--- src/rtl/led_blink_sequencer_if.sv ---
// Bundle for the shared-LED blink sequencer: per-source activity in, LED drive and grant status out.
// The sequencer connects through the slave modport; the stimulus/owner side uses master.
interface led_blink_sequencer_if #(
  parameter int NUM_SRC = 4
);
  logic               enable;
  logic [NUM_SRC-1:0] src_event;
  logic               led;
  logic               busy;
  logic [2:0]         active_src;
  logic               grant_stb;

  modport master (
    output enable,
    output src_event,
    input  led,
    input  busy,
    input  active_src,
    input  grant_stb
  );

  modport slave (
    input  enable,
    input  src_event,
    output led,
    output busy,
    output active_src,
    output grant_stb
  );
endinterface

--- src/rtl/led_blink_sequencer.sv ---
// Shares one active-low LED between NUM_SRC sources: latched pending events, round-robin grant,
// and a blink code of (index+1) blinks followed by a gap for the granted source.
module led_blink_sequencer #(
  parameter int          NUM_SRC   = 4,
  parameter logic [24:0] ON_TICKS  = 25'd6_250_000,
  parameter logic [24:0] OFF_TICKS = 25'd6_250_000,
  parameter logic [24:0] GAP_TICKS = 25'd25_000_000
) (
  input logic                 clk,
  input logic                 rst,
  led_blink_sequencer_if.slave bus
);

  typedef enum logic [1:0] {
    ST_IDLE = 2'd0,
    ST_ON   = 2'd1,
    ST_OFF  = 2'd2,
    ST_GAP  = 2'd3
  } state_t;

  localparam logic [2:0]         LAST_SRC  = 3'(NUM_SRC - 1);
  localparam logic [NUM_SRC-1:0] SRC0_MASK = {{(NUM_SRC-1){1'b0}}, 1'b1};

  state_t             state_r;
  logic [24:0]        tick_r;
  logic [2:0]         blinks_r;
  logic [NUM_SRC-1:0] pending_r;
  logic               led_r;
  logic               busy_r;
  logic [2:0]         active_src_r;
  logic               grant_stb_r;

  logic [3:0]         pick_s;
  logic               grant_s;
  logic [NUM_SRC-1:0] clr_s;

  // Round-robin pick: scan from last+1 upward with wrap; bit 3 flags a valid winner.
  // Iterating from the far end down lets the nearest pending source overwrite the result.
  function automatic logic [3:0] rr_pick(input logic [NUM_SRC-1:0] req, input logic [2:0] last);
    logic [3:0]         pick;
    logic [NUM_SRC-1:0] sh;
    int                 idx;
    pick = 4'b0000;
    for (int k = NUM_SRC; k >= 1; k--) begin
      idx = (int'(last) + k) % NUM_SRC;
      sh  = req >> idx;
      if (sh[0]) begin
        pick = {1'b1, 3'(idx)};
      end else begin
        pick = pick;
      end
    end
    return pick;
  endfunction

  // Arbiter decision and the pending-clear mask for the grant cycle.
  always_comb begin
    pick_s  = rr_pick(pending_r, active_src_r);
    grant_s = 1'b0;
    clr_s   = {NUM_SRC{1'b0}};
    if ((state_r == ST_IDLE) && bus.enable && pick_s[3]) begin
      grant_s = 1'b1;
      clr_s   = SRC0_MASK << pick_s[2:0];
    end else begin
      grant_s = 1'b0;
      clr_s   = {NUM_SRC{1'b0}};
    end
  end

  // Pending latch; a new event on the grant cycle wins over the clear so the source is re-served.
  always_ff @(posedge clk or posedge rst) begin
    if (rst) begin
      pending_r <= {NUM_SRC{1'b0}};
    end else if (!bus.enable) begin
      pending_r <= {NUM_SRC{1'b0}};
    end else begin
      pending_r <= (pending_r & ~clr_s) | bus.src_event;
    end
  end

  // Blink-code state machine with all outputs registered.
  always_ff @(posedge clk or posedge rst) begin
    if (rst) begin
      state_r      <= ST_IDLE;
      tick_r       <= 25'd0;
      blinks_r     <= 3'd0;
      led_r        <= 1'b1;
      busy_r       <= 1'b0;
      active_src_r <= LAST_SRC;
      grant_stb_r  <= 1'b0;
    end else begin
      grant_stb_r <= 1'b0;
      if (!bus.enable) begin
        state_r  <= ST_IDLE;
        tick_r   <= 25'd0;
        blinks_r <= 3'd0;
        led_r    <= 1'b1;
        busy_r   <= 1'b0;
      end else begin
        case (state_r)
          ST_IDLE: begin
            led_r  <= 1'b1;
            busy_r <= 1'b0;
            if (grant_s) begin
              state_r      <= ST_ON;
              led_r        <= 1'b0;
              busy_r       <= 1'b1;
              grant_stb_r  <= 1'b1;
              active_src_r <= pick_s[2:0];
              blinks_r     <= pick_s[2:0];
              tick_r       <= 25'd0;
            end
          end
          ST_ON: begin
            if (tick_r == ON_TICKS - 25'd1) begin
              tick_r  <= 25'd0;
              led_r   <= 1'b1;
              state_r <= ST_OFF;
            end else begin
              tick_r <= tick_r + 25'd1;
            end
          end
          ST_OFF: begin
            if (tick_r == OFF_TICKS - 25'd1) begin
              tick_r <= 25'd0;
              if (blinks_r != 3'd0) begin
                blinks_r <= blinks_r - 3'd1;
                state_r  <= ST_ON;
                led_r    <= 1'b0;
              end else begin
                state_r <= ST_GAP;
              end
            end else begin
              tick_r <= tick_r + 25'd1;
            end
          end
          ST_GAP: begin
            if (tick_r == GAP_TICKS - 25'd1) begin
              tick_r  <= 25'd0;
              state_r <= ST_IDLE;
              busy_r  <= 1'b0;
            end else begin
              tick_r <= tick_r + 25'd1;
            end
          end
          default: begin
            state_r  <= ST_IDLE;
            tick_r   <= 25'd0;
            blinks_r <= 3'd0;
            led_r    <= 1'b1;
            busy_r   <= 1'b0;
          end
        endcase
      end
    end
  end

  assign bus.led        = led_r;
  assign bus.busy       = busy_r;
  assign bus.active_src = active_src_r;
  assign bus.grant_stb  = grant_stb_r;

endmodule

--- src/flat_wrapper.sv ---
// flat-port wrapper written by rule: the top's interface ports become plain ports
module led_blink_sequencer_flat 
#(
  parameter int          NUM_SRC   = 4,
  parameter logic [24:0] ON_TICKS  = 25'd6_250_000,
  parameter logic [24:0] OFF_TICKS = 25'd6_250_000,
  parameter logic [24:0] GAP_TICKS = 25'd25_000_000
)
  (clk, rst, bus_enable, bus_src_event, bus_led, bus_busy, bus_active_src, bus_grant_stb);
  led_blink_sequencer_if #(.NUM_SRC(NUM_SRC)) bus_i ();
  input logic clk;
  input logic rst;
  input wire logic [$bits(bus_i.enable)-1:0] bus_enable;
  input wire logic [$bits(bus_i.src_event)-1:0] bus_src_event;
  output wire logic [$bits(bus_i.led)-1:0] bus_led;
  output wire logic [$bits(bus_i.busy)-1:0] bus_busy;
  output wire logic [$bits(bus_i.active_src)-1:0] bus_active_src;
  output wire logic [$bits(bus_i.grant_stb)-1:0] bus_grant_stb;
  assign bus_i.enable = bus_enable;
  assign bus_i.src_event = bus_src_event;
  assign bus_led = bus_i.led;
  assign bus_busy = bus_i.busy;
  assign bus_active_src = bus_i.active_src;
  assign bus_grant_stb = bus_i.grant_stb;
  led_blink_sequencer #(.NUM_SRC(NUM_SRC), .ON_TICKS(ON_TICKS), .OFF_TICKS(OFF_TICKS), .GAP_TICKS(GAP_TICKS)) u_core (.clk(clk), .rst(rst), .bus(bus_i));
endmodule
--- config.mk ---
export PLATFORM = sky130hd
export DESIGN_NAME = led_blink_sequencer_flat
export DESIGN_NICKNAME = d
export VERILOG_FILES = /design/src/rtl/led_blink_sequencer_if.sv /design/src/rtl/led_blink_sequencer.sv /design/src/flat_wrapper.sv
export SDC_FILE = /design/constraint.sdc
export NUM_CORES = 1
export LEC_CHECK = 0
export ABC_CLOCK_PERIOD_IN_PS = 6400
export BUFFER_PORTS_ARGS = -buffer_cell sky130_fd_sc_hd__buf_2
export CORE_ASPECT_RATIO = 0.5
export CORE_MARGIN = 4
export CORE_UTILIZATION = 45
export CTS_CLUSTER_DIAMETER = 60
export CTS_CLUSTER_SIZE = 10
export DETAILED_ROUTE_END_ITERATION = 10
export PLACE_DENSITY = 0.7
export SETUP_SLACK_MARGIN = 0.15
export SLEW_MARGIN = 10
export SYNTH_ARGS = -nofsm -noshare
export SYNTH_HDL_FRONTEND = slang
export SYNTH_SLANG_ARGS = --single-unit
--- constraint.sdc ---
create_clock -name clk -period 6.4 [get_ports clk]
set_input_delay 0.64 -clock clk [delete_from_list [all_inputs] [get_ports clk]]
set_output_delay 0.64 -clock clk [all_outputs]
set_load 0.01 [all_outputs]
==> impl_metrics.json <==
{
  "multi_input_area_um2": 1370,
  "syn_nets": 290,
  "viasPerCell": 5.75,
  "fin_nets": 301,
  "gp_congestion": 0.897,
  "cp-end-kind": "flip-flop",
  "cp_max_fo": 7,
  "synthFlopType": "dfrtp_1",
  "grt_pass1_wl_um": 9470,
  "crit_arrival_ns": 2.62,
  "async_flop_share_pct": 100,
  "root_buffer": "clkbuf_8",
  "synthTopCellsByCount": "36 x dfrtp_1, 34 x nor2_1, 25 x nand2_1, 19 x inv_1",
  "p_clk_share_pct": 23.1,
  "period_minus_slack_ns": 2.44,
  "switching_share_pct": 38.1,
  "antenna_found_initial": 0,
  "cts_sinks": 39,
  "fin_setup_tns_ns": 0,
  "synth_area_leaders": "dfrtp_1 37%, nor2_1 5.2%, xnor2_1 4.6%, ha_1 4.1%, nand2_1 3.8%",
  "start_util_pct": 48.2,
  "regArea_um2": 980,
  "irDropWorstVdd_uv": 157,
  "p_leak_nw": 1.06,
  "seqPwrFrac_pct": 40.3,
  "rr_worst_depth": 7,
  "synthMuxAreaShare_pct": 1.68,
  "relSlewSlack_pct": 44.4,
  "clockBufferDepth": 2,
  "grt_pass1_vias": 1990,
  "num_vias": 2053,
  "grtUsageTotal_pct": 17.7,
  "design.core.area_um2": 5090,
  "finalPower_uw": 765,
  "grt_setup_unrepaired": "false",
  "numPortBuffers": 11,
  "wire_per_inst_um": 15.2,
  "grt_max_degree": 40,
  "synth_enable_flop_cells": 0,
  "slew_viol_final": 0,
  "die_x_um": 112,
  "syn_area_um2": 2450,
  "totalWireLength_um": 5420,
  "finalHoldViolCount": 0,
  "synth_top_area_share_pct": 36.7,
  "cts_resized": 0,
  "setup.worst_path.start_class": "flip-flop",
  "setup_violations": 0,
  "hpwl_um": 3800,
  "synth_area_per_cell_um2": 8.92,
  "p_per_area_nw_per_um2": 288,
  "worstPathRequired_ns": 6.59,
  "drive_above_1_share_pct": 11.5,
  "status": "finished, final reports clean",
  "ys_seq_area_share_pct": 39.9,
  "timing.fmax_mhz": 410,
  "worstMarginPinSlew_ns": 0.829,
  "synth-simple-area-share_pct": 26.3,
  "crit_type": "reg2reg",
  "rows": 18,
  "detail-route-antenna-nets": 0,
  "synth_top_family_by_area": "simple AND/OR/NAND/NOR gates",
  "combPwrFrac_pct": 36.6,
  "synth_top_area_cell": "dfrtp_1",
  "netlist_instances": 275,
  "power.switching_uw": 291,
  "numCtsBuffers": 5,
  "synth_cell_types": 61,
  "clkLatencyLatePin_ns": 0.30,
  "first_pass_iters": 4,
  "cts_tree": "built",
  "worstHoldPathType": "in2async",
  "fin_crit_sh_pct": 38.1,
  "power.internal_uw": 474,
  "synthXorXnorAreaFrac_pct": 6.78,
  "ios": 13,
  "skew_ns": 0.00966,
  "synth_compound_area_share_pct": 16.2,
  "drc": 0,
  "die_h_um": 60.2,
  "cap_violations": 0,
  "drt_iter0_drc": 193,
  "htreeDepth": 2,
  "diodes": 0,
  "fillers": 473,
  "hold_buffers": 0,
  "area_delta_synth_final_pct": 8.31,
  "grt-ovfl-total": 0,
  "synth-seq-cells": 39,
  "cts.clk_slew.worst_paths_ns": 0.08,
  "yosys.area_share.adder_pct": 4.08,
  "cts_setup_buffers": 0,
  "yosysWarnings": 0,
  "die-area_um2": 6770,
  "post-synth-top-count-cell": "dfrtp_1"
}
==> routing by layer <==
layer | GRT usage, % | routed length [um]
met5 | 0 | 0
met4 | 4.79 | 27
met3 | 4.95 | 249
met2 | 29.0 | 2460
met1 | 23.3 | 2680
==> logic make-up after synthesis <==
kind of cell,count (synthesis)
flip-flops,39
buffers and inverters,27
AO/OA/AOI/OAI,55
multiplexers,4
other,1
XOR/XNOR,19
adder cells (fa/ha/maj),8
AND/OR/NAND/NOR,122
==> worst paths after layout <==
kind / startpoint / slack (ns) / end
min reg2reg: u_core.bus.active_src[0]$_DFFE_PP1P_ / 0.51 / u_core.bus.active_src[0]$_DFFE_PP1P_
min in group clk: u_core.bus.active_src[0]$_DFFE_PP1P_ / 0.51 / u_core.bus.active_src[0]$_DFFE_PP1P_
max in group asynchronous: rst / 5.59 / u_core.bus.active_src[0]$_DFFE_PP1P_
min: rst / 0.45 / u_core.tick_r[19]$_DFFE_PP0N_
max reg2reg: u_core.state_r[1]$_DFFE_PP0P_ / 3.96 / u_core.tick_r[17]$_DFFE_PP0N_
max: u_core.state_r[1]$_DFFE_PP0P_ / 3.96 / u_core.tick_r[17]$_DFFE_PP0N_
==> final cells by class <==
| class | instances | area share (%) |
|---|---|---|
| Clock buffer | 7 | 3.25 |
| Clock inverter | 1 | 0.188 |
| Inverter | 19 | 2.68 |
| Multi-Input combinational cell | 209 | 51.4 |
| Sequential cell | 39 | 36.9 |
| Tap cell | 70 | 3.30 |
| Timing Repair Buffer | 12 | 2.35 |
==> power by group through the flow <==
stage          Clock [mW]  Combinational (mW)  Sequential [mW]
4_1_cts             0.180               0.276            0.307
3_3_place_gp            0               0.270            0.310
2_1_floorplan           0               0.205            0.313
5_1_grt             0.194               0.319            0.313
6_report            0.177               0.280            0.308
3_5_place_dp            0               0.273            0.312
==> registers in the layout, indices dropped and copies added, names as in the netlist <==
name and count:
u_core.blinks_r 3, u_core.bus.led 1, u_core.tick_r 25, u_core.bus.busy 1
u_core.state_r 2, u_core.bus.grant_stb 1, u_core.bus.active_src 2, u_core.pending_r 4
==> placed cells by master, fill, tap and decap left out, types with 4 or more instances in the layout <==
cell type	n
clkbuf_8	6
nor3_1	12
a211oi_1	4
nand3_1	10
xor2_1	6
nand4_1	4
buf_2	11
ha_1	8
xnor2_1	13
inv_1	19
nand2_1	25
a21oi_1	10
dfrtp_1	36
o21ai_0	8
nor4_1	10
nor2_1	34
==> through the flow <==
step                      area [um^2]  util (%)  hold slack [ns]  worst slack [ns]  cells
after floorplan                  2450         -            0.475              4.36    275
after global placement           2560      50.3            0.481              3.84    349
after detailed placement         2560      50.3            0.505              3.68    349
after CTS                        2650      52.1            0.465              3.66    357
after global routing             2660      52.2            0.498              3.72    357
final                            2660      52.2            0.446              3.96    357
==> critical path: stages (launching register included) <==
cell and delay (ns):
dfrtp_1 0.43, inv_1 0.12, ha_1 0.30, and2_1 0.25
a211oi_1 0.73, a21oi_1 0.14, o22a_1 0.21, a21o_1 0.15
Power figures use the tool's default switching activity.
